## src/rtl/simple_bus_mem_slave.sv

```systemverilog
// Memory target on the simple_bus: grants the bus to one master and runs one
// read, write or swap per start strobe against a DEPTH x DATA_W RAM.
module simple_bus_mem_slave #(
  parameter int unsigned ADDR_W      = 8,
  parameter int unsigned DATA_W      = 8,
  parameter int unsigned WAIT_STATES = 1
) (
  input  logic              clk,
  input  logic              rst_n,
  input  logic              req,
  input  logic [ADDR_W-1:0] addr,
  input  logic [1:0]        mode,
  input  logic              start,
  input  logic [DATA_W-1:0] data_i,
  output logic              gnt,
  output logic              rdy,
  output logic [DATA_W-1:0] data_o,
  output logic              data_oe
);

  localparam int unsigned DEPTH = 2 ** ADDR_W;
  localparam int unsigned CNT_W = 4;

  localparam logic [1:0] S_IDLE    = 2'd0;
  localparam logic [1:0] S_GRANTED = 2'd1;
  localparam logic [1:0] S_BUSY    = 2'd2;
  localparam logic [1:0] S_RESP    = 2'd3;

  localparam logic [1:0] M_READ  = 2'b00;
  localparam logic [1:0] M_WRITE = 2'b01;
  localparam logic [1:0] M_SWAP  = 2'b10;

  logic [1:0]        state, state_d;
  logic [CNT_W-1:0]  cnt, cnt_d;
  logic [ADDR_W-1:0] addr_q, addr_d;
  logic [1:0]        mode_q, mode_d;
  logic [DATA_W-1:0] wdata_q, wdata_d;
  logic [DATA_W-1:0] rd_q, rd_d;
  logic              gnt_d, rdy_d, data_oe_d;
  logic [DATA_W-1:0] data_o_d;
  logic              avail_c;
  logic              mem_we_c;

  logic [DATA_W-1:0] mem [DEPTH];

  // State and registered outputs
  always_ff @(posedge clk or negedge rst_n) begin
    if (!rst_n) begin
      state   <= S_IDLE;
      cnt     <= '0;
      addr_q  <= '0;
      mode_q  <= '0;
      wdata_q <= '0;
      rd_q    <= '0;
      gnt     <= 1'b0;
      rdy     <= 1'b0;
      data_o  <= '0;
      data_oe <= 1'b0;
    end else begin
      state   <= state_d;
      cnt     <= cnt_d;
      addr_q  <= addr_d;
      mode_q  <= mode_d;
      wdata_q <= wdata_d;
      rd_q    <= rd_d;
      gnt     <= gnt_d;
      rdy     <= rdy_d;
      data_o  <= data_o_d;
      data_oe <= data_oe_d;
    end
  end

  // RAM has no reset; a write only lands on the BUSY exit edge
  always_ff @(posedge clk) begin
    if (mem_we_c) begin
      mem[addr_q] <= wdata_q;
    end
  end

  // Next state, transfer capture and output staging
  always_comb begin
    state_d   = state;
    cnt_d     = cnt;
    addr_d    = addr_q;
    mode_d    = mode_q;
    wdata_d   = wdata_q;
    rd_d      = rd_q;
    mem_we_c  = 1'b0;
    data_o_d  = '0;
    data_oe_d = 1'b0;

    avail_c = (state == S_IDLE) || (state == S_GRANTED);
    gnt_d   = req & avail_c;
    rdy_d   = (state == S_RESP);

    case (state)
      S_IDLE: begin
        if (gnt) begin
          state_d = S_GRANTED;
        end
      end
      S_GRANTED: begin
        if (start && gnt) begin
          addr_d  = addr;
          mode_d  = mode;
          wdata_d = data_i;
          cnt_d   = CNT_W'(WAIT_STATES);
          state_d = S_BUSY;
        end else if (!req) begin
          state_d = S_IDLE;
        end
      end
      S_BUSY: begin
        if (cnt != '0) begin
          cnt_d = cnt - CNT_W'(1);
        end else begin
          // Old word is captured on the same edge a swap overwrites it
          rd_d     = mem[addr_q];
          mem_we_c = (mode_q == M_WRITE) || (mode_q == M_SWAP);
          state_d  = S_RESP;
        end
      end
      S_RESP: begin
        state_d = S_IDLE;
        if ((mode_q == M_READ) || (mode_q == M_SWAP)) begin
          data_o_d  = rd_q;
          data_oe_d = 1'b1;
        end
      end
      default: begin
        state_d = S_IDLE;
      end
    endcase
  end

endmodule

```

## config.mk

```make
export PLATFORM = sky130hd
export DESIGN_NAME = simple_bus_mem_slave
export DESIGN_NICKNAME = d
export VERILOG_FILES = /design/src/rtl/simple_bus_mem_slave.sv
export SDC_FILE = /design/constraint.sdc
export NUM_CORES = 2
export LEC_CHECK = 0
export CORE_MARGIN = 2
export CORE_UTILIZATION = 50
export CTS_CLUSTER_DIAMETER = 30
export DETAILED_ROUTE_END_ITERATION = 6
export PLACE_DENSITY_LB_ADDON = 0.2
export SLEW_MARGIN = 20
export SYNTH_ARGS = -nofsm -noshare
export SYNTH_HDL_FRONTEND = slang
export SYNTH_SLANG_ARGS = --single-unit
```

## constraint.sdc

```tcl
create_clock -name clk -period 11.5 [get_ports clk]
set_input_delay 2.3 -clock clk [delete_from_list [all_inputs] [get_ports clk]]
set_output_delay 2.3 -clock clk [all_outputs]
set_load 0.02 [all_outputs]
```

==> flow_results.xml <==
<?xml version="1.0" encoding="UTF-8"?>
<metrics>
  <group name="clock_network">
    <metric name="tritoncts_clock_tree" unit="">done</metric>
    <metric name="cts_resized" unit="">0</metric>
    <metric name="cts_setup_buffers" unit="">0</metric>
    <metric name="ctsLongestPathBuffers" unit="">4</metric>
    <metric name="worst_setup_hold_path_clk_slew" unit="ns">0.05</metric>
    <metric name="cts_hold_repair.buffers" unit="">0</metric>
    <metric name="root_buffer" unit="">sky130_fd_sc_hd__clkbuf_16</metric>
    <metric name="tritoncts_num_sinks" unit="">2091</metric>
    <metric name="latest_clock_arrival_within_the_worst_skew_pair" unit="ns">0.96</metric>
    <metric name="htree_num_levels" unit="">5</metric>
    <metric name="cts_buffers" unit="">423</metric>
  </group>
  <group name="drt">
    <metric name="antenna_violating_nets_post_route" unit="">0</metric>
    <metric name="post_drt_via_cell_ratio" unit="">6.24</metric>
    <metric name="drt_drc_violations_left" unit="">0</metric>
    <metric name="drt-wirelength-per-cell" unit="um">32.1</metric>
    <metric name="vias" unit="">42100</metric>
    <metric name="detail_route.iter0.violations" unit="">5717</metric>
    <metric name="postRouteWirelength" unit="um">217000</metric>
    <metric name="drt_pass1_iterations" unit="">5</metric>
  </group>
  <group name="pwr">
    <metric name="net-switching-power" unit="mW">8.77</metric>
    <metric name="worst_ir_drop_vdd" unit="mV">0.248</metric>
    <metric name="static-leakage-power" unit="nW">31.9</metric>
    <metric name="power_switching_share" unit="%">30.2</metric>
    <metric name="seq_power_share" unit="%">34.7</metric>
    <metric name="power_frac_comb" unit="%">22.7</metric>
    <metric name="areal_power_density_over_the_cells" unit="nW/um2">294</metric>
    <metric name="internal_power" unit="mW">20.3</metric>
    <metric name="power.share.clock" unit="%">42.7</metric>
  </group>
  <group name="sta">
    <metric name="final_period_minus_worst_setup_slack" unit="ns">5.21</metric>
    <metric name="timing.slew.headroom" unit="%">22.5</metric>
    <metric name="fin_worst_hold_slack" unit="ns">0.513</metric>
    <metric name="max_slew.worst_pin.slew" unit="ns">1.16</metric>
    <metric name="fmaxAchievable" unit="MHz">192</metric>
    <metric name="hold_violations" unit="">0</metric>
    <metric name="final_clock_skew" unit="ns">0.0798</metric>
    <metric name="totalNegativeSetupSlack" unit="ns">0</metric>
    <metric name="final_critical_path_setup_slack" unit="ns">6.29</metric>
    <metric name="grt_setup_unrepaired" unit="">no</metric>
    <metric name="finalSetupViolations" unit="">0</metric>
    <metric name="min_period_over_period" unit="%">45.3</metric>
    <metric name="slew_violations" unit="">0</metric>
  </group>
  <group name="grt">
    <metric name="first_pass_grt_wire_length" unit="um">311000</metric>
    <metric name="track_usage" unit="%">26.0</metric>
    <metric name="grt_start_max_net_pins" unit="">189</metric>
    <metric name="number_of_antenna_violations_at_the_first_check_in_global_routing" unit="">12</metric>
    <metric name="via_count_of_the_first_global_routing_pass" unit="">42800</metric>
    <metric name="grt_overflow" unit="">0</metric>
  </group>
  <group name="placement">
    <metric name="place.port_buffers" unit="">32</metric>
    <metric name="detailedPlacementHpwl" unit="um">125000</metric>
    <metric name="routabilityCongestion" unit="">0.833</metric>
    <metric name="place.detailed.instances" unit="">5982</metric>
    <metric name="place_ws" unit="ns">6.26</metric>
  </group>
  <group name="synth">
    <metric name="ys_ff_latch" unit="">2091</metric>
    <metric name="async_set_or_reset_register_ratio_after_synthesis" unit="%">2.06</metric>
    <metric name="synth_edf_count" unit="">2048</metric>
    <metric name="dominant_register_cell_in_the_synthesized_netlist" unit="">sky130_fd_sc_hd__edfxtp_1</metric>
    <metric name="syn_avg_cell_area" unit="um2">20.8</metric>
    <metric name="netlist-cell-type-count" unit="">69</metric>
    <metric name="synthCells" unit="">3933</metric>
    <metric name="synth.yosys.seq_area_share" unit="%">76.7</metric>
    <metric name="synth_nets" unit="">3963</metric>
    <metric name="ys_warn_count" unit="">0</metric>
    <metric name="mappedNetlistArea" unit="um2">81600</metric>
  </group>
  <group name="cells_and_area">
    <metric name="final_core_util" unit="%">60.8</metric>
    <metric name="final_layout_size_suffix_gt1_share" unit="%">28.7</metric>
    <metric name="multi_input_area" unit="um2">17700</metric>
    <metric name="areaGrowthSynthToFinish" unit="%">21.0</metric>
    <metric name="nets_finish" unit="">4264</metric>
    <metric name="layout.area.seq" unit="um2">62600</metric>
    <metric name="layout.cells.non_filler" unit="">6752</metric>
    <metric name="diodes" unit="">0</metric>
    <metric name="num-fill-cells" unit="">11300</metric>
  </group>
  <group name="setup_path">
    <metric name="crit_path_cell_trace" unit="">buf_12 -&gt; buf_12 -&gt; mux4_2 -&gt; mux4_2 -&gt; and2_1 -&gt; a2111oi_1 -&gt; nand4_1 -&gt; nor2_1 -&gt; a21oi_1</metric>
    <metric name="critical-path-top-delay-family" unit="">buffers and inverters</metric>
    <metric name="worst_ep_arrival_time" unit="ns">6.03</metric>
    <metric name="worstSetupPathType" unit="">reg2reg</metric>
    <metric name="endpoint_kind" unit="">flop</metric>
    <metric name="critical-path-slowest-cell" unit="">sky130_fd_sc_hd__dfrtp_4</metric>
    <metric name="cp_data_required_time" unit="ns">12.32</metric>
    <metric name="crit_path_start_kind" unit="">flop</metric>
    <metric name="critical_path.max_fanout" unit="">93</metric>
    <metric name="cp.buffers_inverters" unit="">2</metric>
    <metric name="critical-path-max-stage-delay" unit="ns">1.06</metric>
  </group>
  <group name="job">
    <metric name="cap_violations" unit="">0</metric>
  </group>
  <group name="floorplanning">
    <metric name="placement_rows" unit="">148</metric>
    <metric name="floorplan.die.height" unit="um">408</metric>
    <metric name="initial_core_utilization" unit="%">50.3</metric>
    <metric name="pin_count" unit="">33</metric>
    <metric name="core" unit="um2">162000</metric>
    <metric name="die_area" unit="um2">166000</metric>
    <metric name="dieWidth" unit="um">408</metric>
  </group>
  <group name="run_status">
    <metric name="status" unit="">finished clean</metric>
  </group>
  <group name="min_path">
    <metric name="hold_class" unit="">reg2reg</metric>
  </group>
</metrics>
[cells by family after synthesis]
logic type,Yosys count,synth area share (%)
compound gates,260,2.37
buf+inv,255,1.74
fa+ha+maj,8,0.123
mux,676,15.7
simple gates,643,3.40
flops,2091,76.7
[cells in the mapped netlist (19+ instances only)]
| cell | number | share of area [%] |
|---|---|---|
| sky130_fd_sc_hd__nand2_1 | 194 | 0.89 |
| sky130_fd_sc_hd__dfrtp_1 | 43 | 1.3 |
| sky130_fd_sc_hd__edfxtp_1 | 2048 | 75 |
| sky130_fd_sc_hd__buf_4 | 52 | 0.48 |
| sky130_fd_sc_hd__a22oi_1 | 60 | 0.55 |
| sky130_fd_sc_hd__a21oi_1 | 28 | 0.17 |
| sky130_fd_sc_hd__o22ai_1 | 21 | 0.16 |
| sky130_fd_sc_hd__mux2_2 | 29 | 0.40 |
| sky130_fd_sc_hd__buf_6 | 19 | 0.26 |
| sky130_fd_sc_hd__nor2_1 | 292 | 1.3 |
| sky130_fd_sc_hd__a32oi_1 | 38 | 0.41 |
| sky130_fd_sc_hd__mux4_2 | 480 | 13 |
| sky130_fd_sc_hd__nand3_1 | 55 | 0.34 |
| sky130_fd_sc_hd__buf_2 | 71 | 0.44 |
| sky130_fd_sc_hd__clkbuf_1 | 83 | 0.38 |
| sky130_fd_sc_hd__mux2i_1 | 167 | 2.0 |
[per-stage QoR]
| step | total power [mW] | area (um2) |
|---|---|---|
| 3_5_place_dp | 16.8 | 84100 |
| 3_3_place_gp | 16.7 | 84100 |
| 4_1_cts | 29.1 | 98700 |
| 5_1_grt | 29.9 | 98700 |
| 6_report | 29.1 | 98700 |
| 2_1_floorplan | 14.4 | 81600 |
[final timing paths]
path	slack [ns]	to	startpoint	cells past startpoint
worst min register to register	0.51	cnt[1]	cnt[1]	2
worst min-delay path	0.51	cnt[1]	cnt[1]	2
max in group asynchronous	9.41	wdata_q[7]	rst_n	2
min in group asynchronous	1.50	addr_q[1]	rst_n	2
worst max-delay path	6.29	rd_q[6]	addr_q[0]	9
worst max register to register	6.29	rd_q[6]	addr_q[0]	9
[state kept, by name, summed over array words and instances, names as in the netlist, named ones only]
name,flops
data_o,8
wdata_q,8
rdy,1
mem,2048
rd_q,8
gnt,1
cnt,4
data_oe,1
mode_q,2
addr_q,8
state,1
[power groups by stage]
| stage | Combinational, mW | Sequential [mW] | Clock, mW |
|---|---|---|---|
| 3_3_place_gp | 6.43 | 10.3 | 0 |
| 6_report | 6.58 | 10.1 | 12.4 |
| 3_5_place_dp | 6.47 | 10.3 | 0 |
| 4_1_cts | 6.50 | 10.1 | 12.5 |
| 5_1_grt | 6.87 | 10.1 | 12.9 |
| 2_1_floorplan | 3.89 | 10.5 | 0 |
[worst min-delay path: stages, from the launching register on]
cell and delay [ns]:
sky130_fd_sc_hd__dfrtp_1 0.36, sky130_fd_sc_hd__nand2_1 0.05, sky130_fd_sc_hd__o21ai_0 0.06
[area by class of cell]
cell class / count / area share [%]
inverters: 12 / 0.0507
clock buffers: 463 / 11.0
well taps: 2175 / 2.76
clock inverters: 305 / 3.73
repair buffers: 119 / 1.11
flip-flops and latches: 2091 / 63.4
multi-input cells: 1587 / 17.9
[per-layer routing]
layer | vias to the layer above | global-route usage [%] | share of wire (%)
met5 | - | 0 | 0.021
met4 | 6 | 10.4 | 3.9
met3 | 455 | 5.63 | 9.5
met2 | 2324 | 40.0 | 47
met1 | 22300 | 36.7 | 40
li1 | 17100 | - | -
[cells in the final DEF (no fill, tap or decap), types with 11 or more instances in the layout]
cell type / Yosys / final
sky130_fd_sc_hd__clkbuf_1: 83 / 33
sky130_fd_sc_hd__inv_6: 0 / 23
sky130_fd_sc_hd__clkinv_2: 0 / 61
sky130_fd_sc_hd__dfrtp_4: 0 / 11
sky130_fd_sc_hd__bufinv_16: 0 / 72
sky130_fd_sc_hd__o21ai_0: 12 / 12
sky130_fd_sc_hd__clkinvlp_4: 0 / 54
sky130_fd_sc_hd__clkbuf_16: 0 / 429
sky130_fd_sc_hd__a211oi_1: 18 / 18
sky130_fd_sc_hd__buf_4: 52 / 75
sky130_fd_sc_hd__clkdlybuf4s50_1: 0 / 31
sky130_fd_sc_hd__o22ai_1: 21 / 21
sky130_fd_sc_hd__a31oi_1: 16 / 16
sky130_fd_sc_hd__a32oi_1: 38 / 38
sky130_fd_sc_hd__nand2_1: 194 / 193
sky130_fd_sc_hd__and2_1: 14 / 12
sky130_fd_sc_hd__dfrtp_1: 43 / 27
sky130_fd_sc_hd__mux2i_1: 167 / 167
sky130_fd_sc_hd__o211ai_1: 13 / 13
sky130_fd_sc_hd__clkinv_4: 0 / 32
sky130_fd_sc_hd__mux4_2: 480 / 480
sky130_fd_sc_hd__nand4_1: 13 / 13
sky130_fd_sc_hd__nor2_1: 292 / 290
sky130_fd_sc_hd__edfxtp_1: 2048 / 2048
sky130_fd_sc_hd__clkinv_1: 0 / 53
sky130_fd_sc_hd__nand3_1: 55 / 55
sky130_fd_sc_hd__a21oi_1: 28 / 28
sky130_fd_sc_hd__a22oi_1: 60 / 60
sky130_fd_sc_hd__nor3_1: 17 / 17
sky130_fd_sc_hd__mux2_2: 29 / 29
No activity file was read; power rests on OpenSTA's default activity.
